`src/rtl/bus_bit_router_if.sv`:
```
// Source / sink / config bundle for bus_bit_router.
// master: producer-and-consumer side (drives source, config and sink ready).
// slave : router side.
interface bus_bit_router_if #(
    parameter int WIDTH      = 2,
    parameter int N_SINKS    = 2,
    parameter int SEL_W      = 1,
    parameter int DROP_CNT_W = 8
);
    logic                       cfg_we;
    logic [SEL_W-1:0]           cfg_sel;
    logic [WIDTH-1:0]           cfg_mask;
    logic                       src_valid;
    logic                       src_ready;
    logic [WIDTH-1:0]           src_data;
    logic [N_SINKS-1:0]         snk_valid;
    logic [N_SINKS-1:0]         snk_ready;
    logic [N_SINKS*WIDTH-1:0]   snk_data;
    logic [DROP_CNT_W-1:0]      drop_count;

    modport master (
        output cfg_we, cfg_sel, cfg_mask, src_valid, src_data, snk_ready,
        input  src_ready, snk_valid, snk_data, drop_count
    );

    modport slave (
        input  cfg_we, cfg_sel, cfg_mask, src_valid, src_data, snk_ready,
        output src_ready, snk_valid, snk_data, drop_count
    );
endinterface

```
`src/rtl/bus_bit_router.sv`:
```
// bus_bit_router: registered bit-slice router. Each sink owns a runtime
// programmable route mask; masked source bits are copied into that sink's
// output register with a valid/ready handshake per sink.
// Optional build macro BUS_BIT_ROUTER_ZERO_FILL_EN: when defined, a load
// clears the unmasked bits of the sink register instead of holding them.
module bus_bit_router #(
    parameter int WIDTH      = 2,
    parameter int N_SINKS    = 2,
    parameter int SEL_W      = 1,
    parameter int DROP_CNT_W = 8,
    parameter logic [N_SINKS*WIDTH-1:0] RESET_MAP = {2'b01, 2'b10}
) (
    input logic             clk,
    input logic             rst_n,
    bus_bit_router_if.slave bus
);

    logic [WIDTH-1:0]      mask_q  [N_SINKS];
    logic [WIDTH-1:0]      data_p1 [N_SINKS];
    logic [N_SINKS-1:0]    vld_p1;
    logic [N_SINKS-1:0]    part;
    logic [N_SINKS-1:0]    busy;
    logic [DROP_CNT_W-1:0] drop_q;
    logic                  src_ready;
    logic                  xfer;

    // Saturating increment: holds at all-ones instead of wrapping.
    function automatic logic [DROP_CNT_W-1:0] sat_inc(input logic [DROP_CNT_W-1:0] v);
        return (&v) ? v : v + 1'b1;
    endfunction

    // A sink participates when its mask is non-zero; it blocks the source
    // only while it participates and holds an unconsumed word.
    always_comb begin
        part = '0;
        busy = '0;
        for (int s = 0; s < N_SINKS; s++) begin
            part[s] = |mask_q[s];
            busy[s] = part[s] & vld_p1[s] & ~bus.snk_ready[s];
        end
    end

    assign src_ready = ~|busy;
    assign xfer      = bus.src_valid & src_ready;

    // Route masks: reset map, then per-sink writes; out-of-range selects match nothing.
    always_ff @(posedge clk or negedge rst_n) begin
        if (!rst_n) begin
            for (int s = 0; s < N_SINKS; s++) begin
                mask_q[s] <= RESET_MAP[s*WIDTH +: WIDTH];
            end
        end else if (bus.cfg_we) begin
            for (int s = 0; s < N_SINKS; s++) begin
                if (bus.cfg_sel == SEL_W'(s)) begin
                    mask_q[s] <= bus.cfg_mask;
                end
            end
        end
    end

    // ---- stage p1: per-sink output registers (load on transfer, drain on ready)
    always_ff @(posedge clk or negedge rst_n) begin
        if (!rst_n) begin
            vld_p1 <= '0;
            for (int s = 0; s < N_SINKS; s++) begin
                data_p1[s] <= '0;
            end
        end else begin
            for (int s = 0; s < N_SINKS; s++) begin
                if (xfer && part[s]) begin
                    vld_p1[s]  <= 1'b1;
`ifdef BUS_BIT_ROUTER_ZERO_FILL_EN
                    data_p1[s] <= bus.src_data & mask_q[s];
`else
                    data_p1[s] <= (data_p1[s] & ~mask_q[s]) | (bus.src_data & mask_q[s]);
`endif
                end else if (vld_p1[s] && bus.snk_ready[s]) begin
                    vld_p1[s]  <= 1'b0;
                end
            end
        end
    end

    // Count words accepted while no sink participates (they go nowhere).
    always_ff @(posedge clk or negedge rst_n) begin
        if (!rst_n) begin
            drop_q <= '0;
        end else if (xfer && !(|part)) begin
            drop_q <= sat_inc(drop_q);
        end
    end

    assign bus.src_ready  = src_ready;
    assign bus.snk_valid  = vld_p1;
    assign bus.drop_count = drop_q;

    for (genvar s = 0; s < N_SINKS; s++) begin : g_out
        assign bus.snk_data[s*WIDTH +: WIDTH] = data_p1[s];
    end

endmodule

```
`src/flat_wrapper.sv`:
```
// flat-port wrapper written by rule: the top's interface ports become plain ports
module bus_bit_router_flat 
#(
    parameter int WIDTH      = 2,
    parameter int N_SINKS    = 2,
    parameter int SEL_W      = 1,
    parameter int DROP_CNT_W = 8,
    parameter logic [N_SINKS*WIDTH-1:0] RESET_MAP = {2'b01, 2'b10}
)
  (clk, rst_n, bus_cfg_we, bus_cfg_sel, bus_cfg_mask, bus_src_valid, bus_src_data, bus_snk_ready, bus_src_ready, bus_snk_valid, bus_snk_data, bus_drop_count);
  bus_bit_router_if #(.WIDTH(WIDTH), .N_SINKS(N_SINKS), .SEL_W(SEL_W), .DROP_CNT_W(DROP_CNT_W)) bus_i ();
  input logic clk;
  input logic rst_n;
  input wire logic [$bits(bus_i.cfg_we)-1:0] bus_cfg_we;
  input wire logic [$bits(bus_i.cfg_sel)-1:0] bus_cfg_sel;
  input wire logic [$bits(bus_i.cfg_mask)-1:0] bus_cfg_mask;
  input wire logic [$bits(bus_i.src_valid)-1:0] bus_src_valid;
  input wire logic [$bits(bus_i.src_data)-1:0] bus_src_data;
  input wire logic [$bits(bus_i.snk_ready)-1:0] bus_snk_ready;
  output wire logic [$bits(bus_i.src_ready)-1:0] bus_src_ready;
  output wire logic [$bits(bus_i.snk_valid)-1:0] bus_snk_valid;
  output wire logic [$bits(bus_i.snk_data)-1:0] bus_snk_data;
  output wire logic [$bits(bus_i.drop_count)-1:0] bus_drop_count;
  assign bus_i.cfg_we = bus_cfg_we;
  assign bus_i.cfg_sel = bus_cfg_sel;
  assign bus_i.cfg_mask = bus_cfg_mask;
  assign bus_i.src_valid = bus_src_valid;
  assign bus_i.src_data = bus_src_data;
  assign bus_i.snk_ready = bus_snk_ready;
  assign bus_src_ready = bus_i.src_ready;
  assign bus_snk_valid = bus_i.snk_valid;
  assign bus_snk_data = bus_i.snk_data;
  assign bus_drop_count = bus_i.drop_count;
  bus_bit_router #(.WIDTH(WIDTH), .N_SINKS(N_SINKS), .SEL_W(SEL_W), .DROP_CNT_W(DROP_CNT_W), .RESET_MAP(RESET_MAP)) u_core (.clk(clk), .rst_n(rst_n), .bus(bus_i));
endmodule
```
`config.mk`:
```
export PLATFORM = sky130hd
export DESIGN_NAME = bus_bit_router_flat
export DESIGN_NICKNAME = d
export VERILOG_FILES = /design/src/rtl/bus_bit_router_if.sv /design/src/rtl/bus_bit_router.sv /design/src/flat_wrapper.sv
export SDC_FILE = /design/constraint.sdc
export NUM_CORES = 1
export LEC_CHECK = 0
export ABC_AREA = 1
export CORE_MARGIN = 2
export CORE_UTILIZATION = 33
export CTS_BUF_LIST = sky130_fd_sc_hd__clkbuf_4 sky130_fd_sc_hd__clkbuf_8
export CTS_CLUSTER_DIAMETER = 120
export DETAILED_ROUTE_END_ITERATION = 16
export PLACE_DENSITY = 0.58
export RECOVER_POWER = 50
export SYNTH_ARGS = -nofsm -noshare
export SYNTH_HDL_FRONTEND = slang
export SYNTH_SLANG_ARGS = --single-unit
```
`constraint.sdc`:
```
create_clock -name clk -period 1.8 [get_ports clk]
set_input_delay 0.45 -clock clk [delete_from_list [all_inputs] [get_ports clk]]
set_output_delay 0.45 -clock clk [all_outputs]
set_load 0.1 [all_outputs]
```
### Word level (Yosys, flattened, before mapping)

Cells that the tools add are included.

| word-level totals | value |
|---|---|
| register bits | 18 |
| input port bits | 11 |
| output and inout port bits | 15 |
| logic and storage cells | 46 |

| cells by class | value |
|---|---|
| $add $sub $neg | 1 |
| mux-type cells | 4 |
| bitwise operators | 17 |
| reductions and logical operators | 17 |

Operator list:

| kind | count |
|---|---|
| $add 8x1->8 const B | 1 |
| $and 2x2->2 | 4 |
| $reduce_and 8->1 | 1 |
| $reduce_and 2->1 | 3 |
| $reduce_or 2->1 | 3 |
| $and 1x1->1 | 5 |
| $logic_and 1x1->1 | 5 |
| $mux 1 | 4 |
| $not 1->1 | 4 |
| $not 2->2 | 2 |
| $or 2x2->2 | 2 |
| $reduce_bool 2->1 | 2 |
| $reduce_or 4->1 | 1 |
| $logic_not 1->1 | 2 |

### Logic depth before layout (Yosys ltp)

| depth | value |
|---|---|
| word-level depth | 8 |
| mapped depth | 8 |
| mapped depth without buffers | 8 |

### Worst setup path after synthesis

No wires, ideal clock.

| timing | value |
|---|---|
| path kind | flip-flop to output port |
| start | reg u_core.vld_p1[1] (netlist: u_core.bus.snk_valid[1]) |
| end | out bus_src_ready |
| arrival time | 1.802 ns |
| required time | 1.350 ns |
| path slack | -0.452 ns |
| stages on the path, launching flop included | 6 |
| path buffers | 0 |
| cell sequence | dfrtp_1 -> inv_1 -> nor2_4 -> nand2_4 -> nand2_4 -> inv_1 |

| between the ends | value |
|---|---|
| cells in the longest elaborated chain, start to end | 4 |

Ends and longest elaborated chain:

| item | line | source |
|---|---|---|
| start: declaration | bus_bit_router.sv:20 | `logic [N_SINKS-1:0] vld_p1;` |
| start signal: assignment | bus_bit_router.sv:64 | `vld_p1 <= '0;` |
| start signal: indexed assignment | bus_bit_router.sv:71 | `vld_p1[s] <= 1'b1;` |
| start signal: indexed assignment | bus_bit_router.sv:78 | `vld_p1[s] <= 1'b0;` |
| $and 1x1->1 (2 in a row) | bus_bit_router.sv:39 | `busy[s] = part[s] & vld_p1[s] & ~bus.snk_ready[s];` |
| $reduce_or 2->1 | bus_bit_router.sv:43 | `assign src_ready = ~\|busy;` |
| $logic_not 1->1 | bus_bit_router.sv:43 |  |
| end: declaration | flat_wrapper.sv:20 | `output wire logic [$bits(bus_i.src_ready)-1:0] bus_src_ready;` |

Every way passes these cells.

### Worst setup path after layout

| timing | value |
|---|---|
| start | reg u_core.mask_q[0] (netlist name) |
| end | out bus_src_ready |

| between the ends | value |
|---|---|
| cells in the longest elaborated chain, start to end | 5 |

Ends and longest elaborated chain:

| item | line | source |
|---|---|---|
| start: declaration | bus_bit_router.sv:18 | `logic [WIDTH-1:0] mask_q [N_SINKS];` |
| start signal: indexed assignment | bus_bit_router.sv:50 | `mask_q[s] <= RESET_MAP[s*WIDTH +: WIDTH];` |
| start signal: indexed assignment | bus_bit_router.sv:55 | `mask_q[s] <= bus.cfg_mask;` |
| $reduce_or 2->1 | bus_bit_router.sv:38 | `part[s] = \|mask_q[s];` |
| $and 1x1->1 (2 in a row) | bus_bit_router.sv:39 |  |
| $reduce_or 2->1 | bus_bit_router.sv:43 |  |
| $logic_not 1->1 | bus_bit_router.sv:43 |  |

Every way passes these cells.

==> reports/results.tsv <==
metric	value	unit
status	finished clean	
n_diodes	0	
PwrDens	1371	nW/um^2
P&R area growth vs syn	52.86	%
Rel. slew slack	36.27	%
layout cells sized above 1	32.53	%
Core ar.	3028	sq um
power share of the clock group	11.6	%
Cells after DPL	202	
total CTS buffers	3	
Setup CP Type	reg -> out	
Layout Utilization	52.93	%
Final Hold Viols	0	
CTS HTree Levels	1	
Sequential Power Share	29.2	%
Critical path buffers and inverters	3	
FP Rows	20	
Final Skew	14.60	ps
Post-Syn Area	1049	sq um
Clk pin slew, worst setup/hold paths	110	ps
Die Y	60.37	um
Post-DP Area	1559	sq um
drt first-iter violations	22	
Crit. Startpoint	u_core.mask_q[0]$_DFFE_PN1P_	
initial antenna violation count	0	
Logic pwr share	59.1	%
register-to-register setup slack	80	ps
data arrival time of the worst path	1350	ps
worst min path class	in -> reg	
final instance area	1603	sq um
RSZ-0062 raised after global routing	yes	
Post-Place Worst Slack	-136.2	ps
xor-xnor portion of the synthesized cell area	2.506	%
Synth Flop Type	dfrtp_1	
asr flop ratio synth	100.0	%
Clock Root Buffer	clkbuf_4	
r2r endpoint	u_core.bus.drop_count[1]$_DFFE_PN0P_	
Final min period	1797	ps
Net Sw Frac	50.38	%
Simple-Gate Fraction of Synth Area	42.24	%
period utilization	99.86	%
Post-Synthesis Cells	129	
setup_tns	0	ps
Pre-Repair DR Iteration Count	4	
Chip Width	60.37	um
Final Net Count	179	
CTS tree	done	
critical-path maximum fanout	2	
P_int	1.090	mW
Mapped Nets	141	
WL final	2.190	mm
Max Cap Viol	0	
largest area contributor in the netlist	dfrtp_1	
Req. time, crit path	1350	ps
DRC	0	
largest net degree at the start of global routing	19	
synth unique cells	21	
Pwr Total	2.197	mW
crit path to	bus_src_ready	
CP max-delay cell	dfstp_2	
Psw	1.107	mW
final hold slack	523.2	ps
mux contribution to synthesized area	0	%
YS warnings	0	
clock sinks	18	
instance count on the critical path	6	
Post-Synth Adder-Cell Area	1.193	%
Worst setup SP type	flop	
Final ANT Viol Nets	0	
cells taking the most area after synthesis	dfrtp_1 38%, nand2_1 18%, nand2_4 5.4%, dfstp_2 5.0%, inv_1 5.0%	
WL/cell	10.43	um
P_leak	0.7923	nW
Setup WS post-layout	2.581	ps
global-route wire length before repair	3.781	mm
post-synthesis average cell area	8.128	sq um
share of the synthesized area in the top cell type	38.19	%
GRT overflow	0	
Slew Viols, Final	0	
Placer Congestion	0.8339	
Tot GR Track Use	13.53	%
Worst R2R Path Depth	9	
vias per cell	4.362	
top cell family by delay on the critical path	flip-flops	
critical-path cell list	inv_2 > nand2_2 > nand2_4 > nand2_4 > clkinvlp_4 > buf_12	
cell with the most instances after synthesis	nand2_1	
sequential element share of the synthesized area	43.20	%
final-report setup violation count	0	
Die ar.	3644	sq um
Cell Count, Final, Fillers Out	210	
clk_lat worst skew	300	ps
dpl hpwl	1.683	mm
Achievable Freq	556.4	MHz
vias in the first global route	838	
Peak VDD IR	0.7663	mV
Slew @ Worst Pin	956.0	ps
CP most frequent cell	nand2_4	
Worst R2R Start	u_core.bus.snk_valid[1]$_DFFE_PN0P_	
critical path's largest stage delay	560	ps
main combinational cell family by area after synthesis	simple AND/OR/NAND/NOR gates	
# IOs	26	
Initial Util	34.63	%
complex-gate fraction of the synthesized area	4.415	%
EDFF count, synth	0	
Worst setup EP type	output pin	
Yosys reg bits	18	
CTS max path bufs	2	
Via Count	916	
commonest cells in the netlist	51 x nand2_1, 16 x dfrtp_1, 14 x inv_1	
PortBufs	25	
cells by family after synthesis:
family,after synthesis
AOI/OAI and AO/OA,8
buffers and inverters,18
xor gates and xnor gates,3
adders and majority gates,1
DFF,18
and+or+nand+nor,81
metal layers:
metal  vias up  part of all wire, %  GRT usage (%)
met5         -                    0              0
met4         0                    0         0.9524
met3         0                  4.7          3.198
met2        21                   50          21.89
met1       415                   46          19.36
li1        480                    -              -
timing repair:
item,CTS,global route
cloned,0,0
endpoints found under the setup margin,1,1
buffers inserted,4,0
hold buffers,0,0
pin swaps,3,1
resized for setup,3,0
worst min-delay path by stage:
stage / from / endpoint / slack, ps / cells past startpoint
2_1_floorplan: rst_n / async pin / 150 / 0
3_3_place_gp: u_core.mask_q[3]$_DFFE_PN1P_ / u_core.mask_q[3]$_DFFE_PN1P_ / 520 / 2
3_5_place_dp: u_core.mask_q[3]$_DFFE_PN1P_ / u_core.mask_q[3]$_DFFE_PN1P_ / 530 / 2
4_1_cts: rst_n / u_core.bus.drop_count[7]$_DFFE_PN0P_ / 470 / 2
5_1_grt: bus_snk_ready[0] / u_core.bus.snk_valid[0]$_DFFE_PN0P_ / 520 / 2
6_report: bus_snk_ready[1] / u_core.bus.snk_valid[1]$_DFFE_PN0P_ / 520 / 2
area by class of cell:
| type | count | area, sq um |
|---|---|---|
| clock buffer | 4 | 36.28 |
| inverter | 18 | 73.82 |
| tap | 44 | 55.05 |
| multi-input combinational | 93 | 523.0 |
| sequential | 18 | 464.2 |
| fill | 288 | 1425 |
| timing repair buffer | 33 | 450.4 |
cell usage in the layout (no fill, tap or decap):
master | synthesis | layout
a21oi_2 | 1 | 1
dlygate4sd2_1 | 0 | 2
clkbuf_1 | 0 | 2
clkdlybuf4s50_1 | 0 | 6
nand4_1 | 5 | 5
nand2_2 | 2 | 2
buf_4 | 0 | 6
dfrtp_4 | 0 | 2
nor2_8 | 2 | 2
dlygate4sd3_1 | 0 | 2
nand2_4 | 5 | 5
nand3b_1 | 2 | 2
o22ai_1 | 2 | 2
ha_1 | 1 | 1
xor2_1 | 3 | 3
clkbuf_4 | 0 | 3
clkbuf_8 | 0 | 1
nor2_4 | 2 | 3
nor2_1 | 2 | 1
dfstp_2 | 2 | 2
dfrtp_2 | 0 | 3
inv_2 | 3 | 4
buf_12 | 0 | 15
nor2_2 | 3 | 3
inv_1 | 14 | 11
o21ai_0 | 5 | 5
nand3_1 | 6 | 7
clkinvlp_4 | 0 | 1
inv_4 | 0 | 1
nand2_1 | 51 | 51
dfrtp_1 | 16 | 11
clkinv_1 | 1 | 1
power groups by stage:
stage / clock network, mW / logic [mW] / registers, mW
final: 0.255 / 1.30 / 0.643
after global routing: 0.283 / 1.35 / 0.661
after CTS: 0.264 / 1.32 / 0.644
after detailed placement: 0 / 1.29 / 0.658
after global placement: 0 / 1.28 / 0.655
after floorplan: 0 / 0.275 / 1.17
Note: power is estimated with default switching activity, not from simulation.
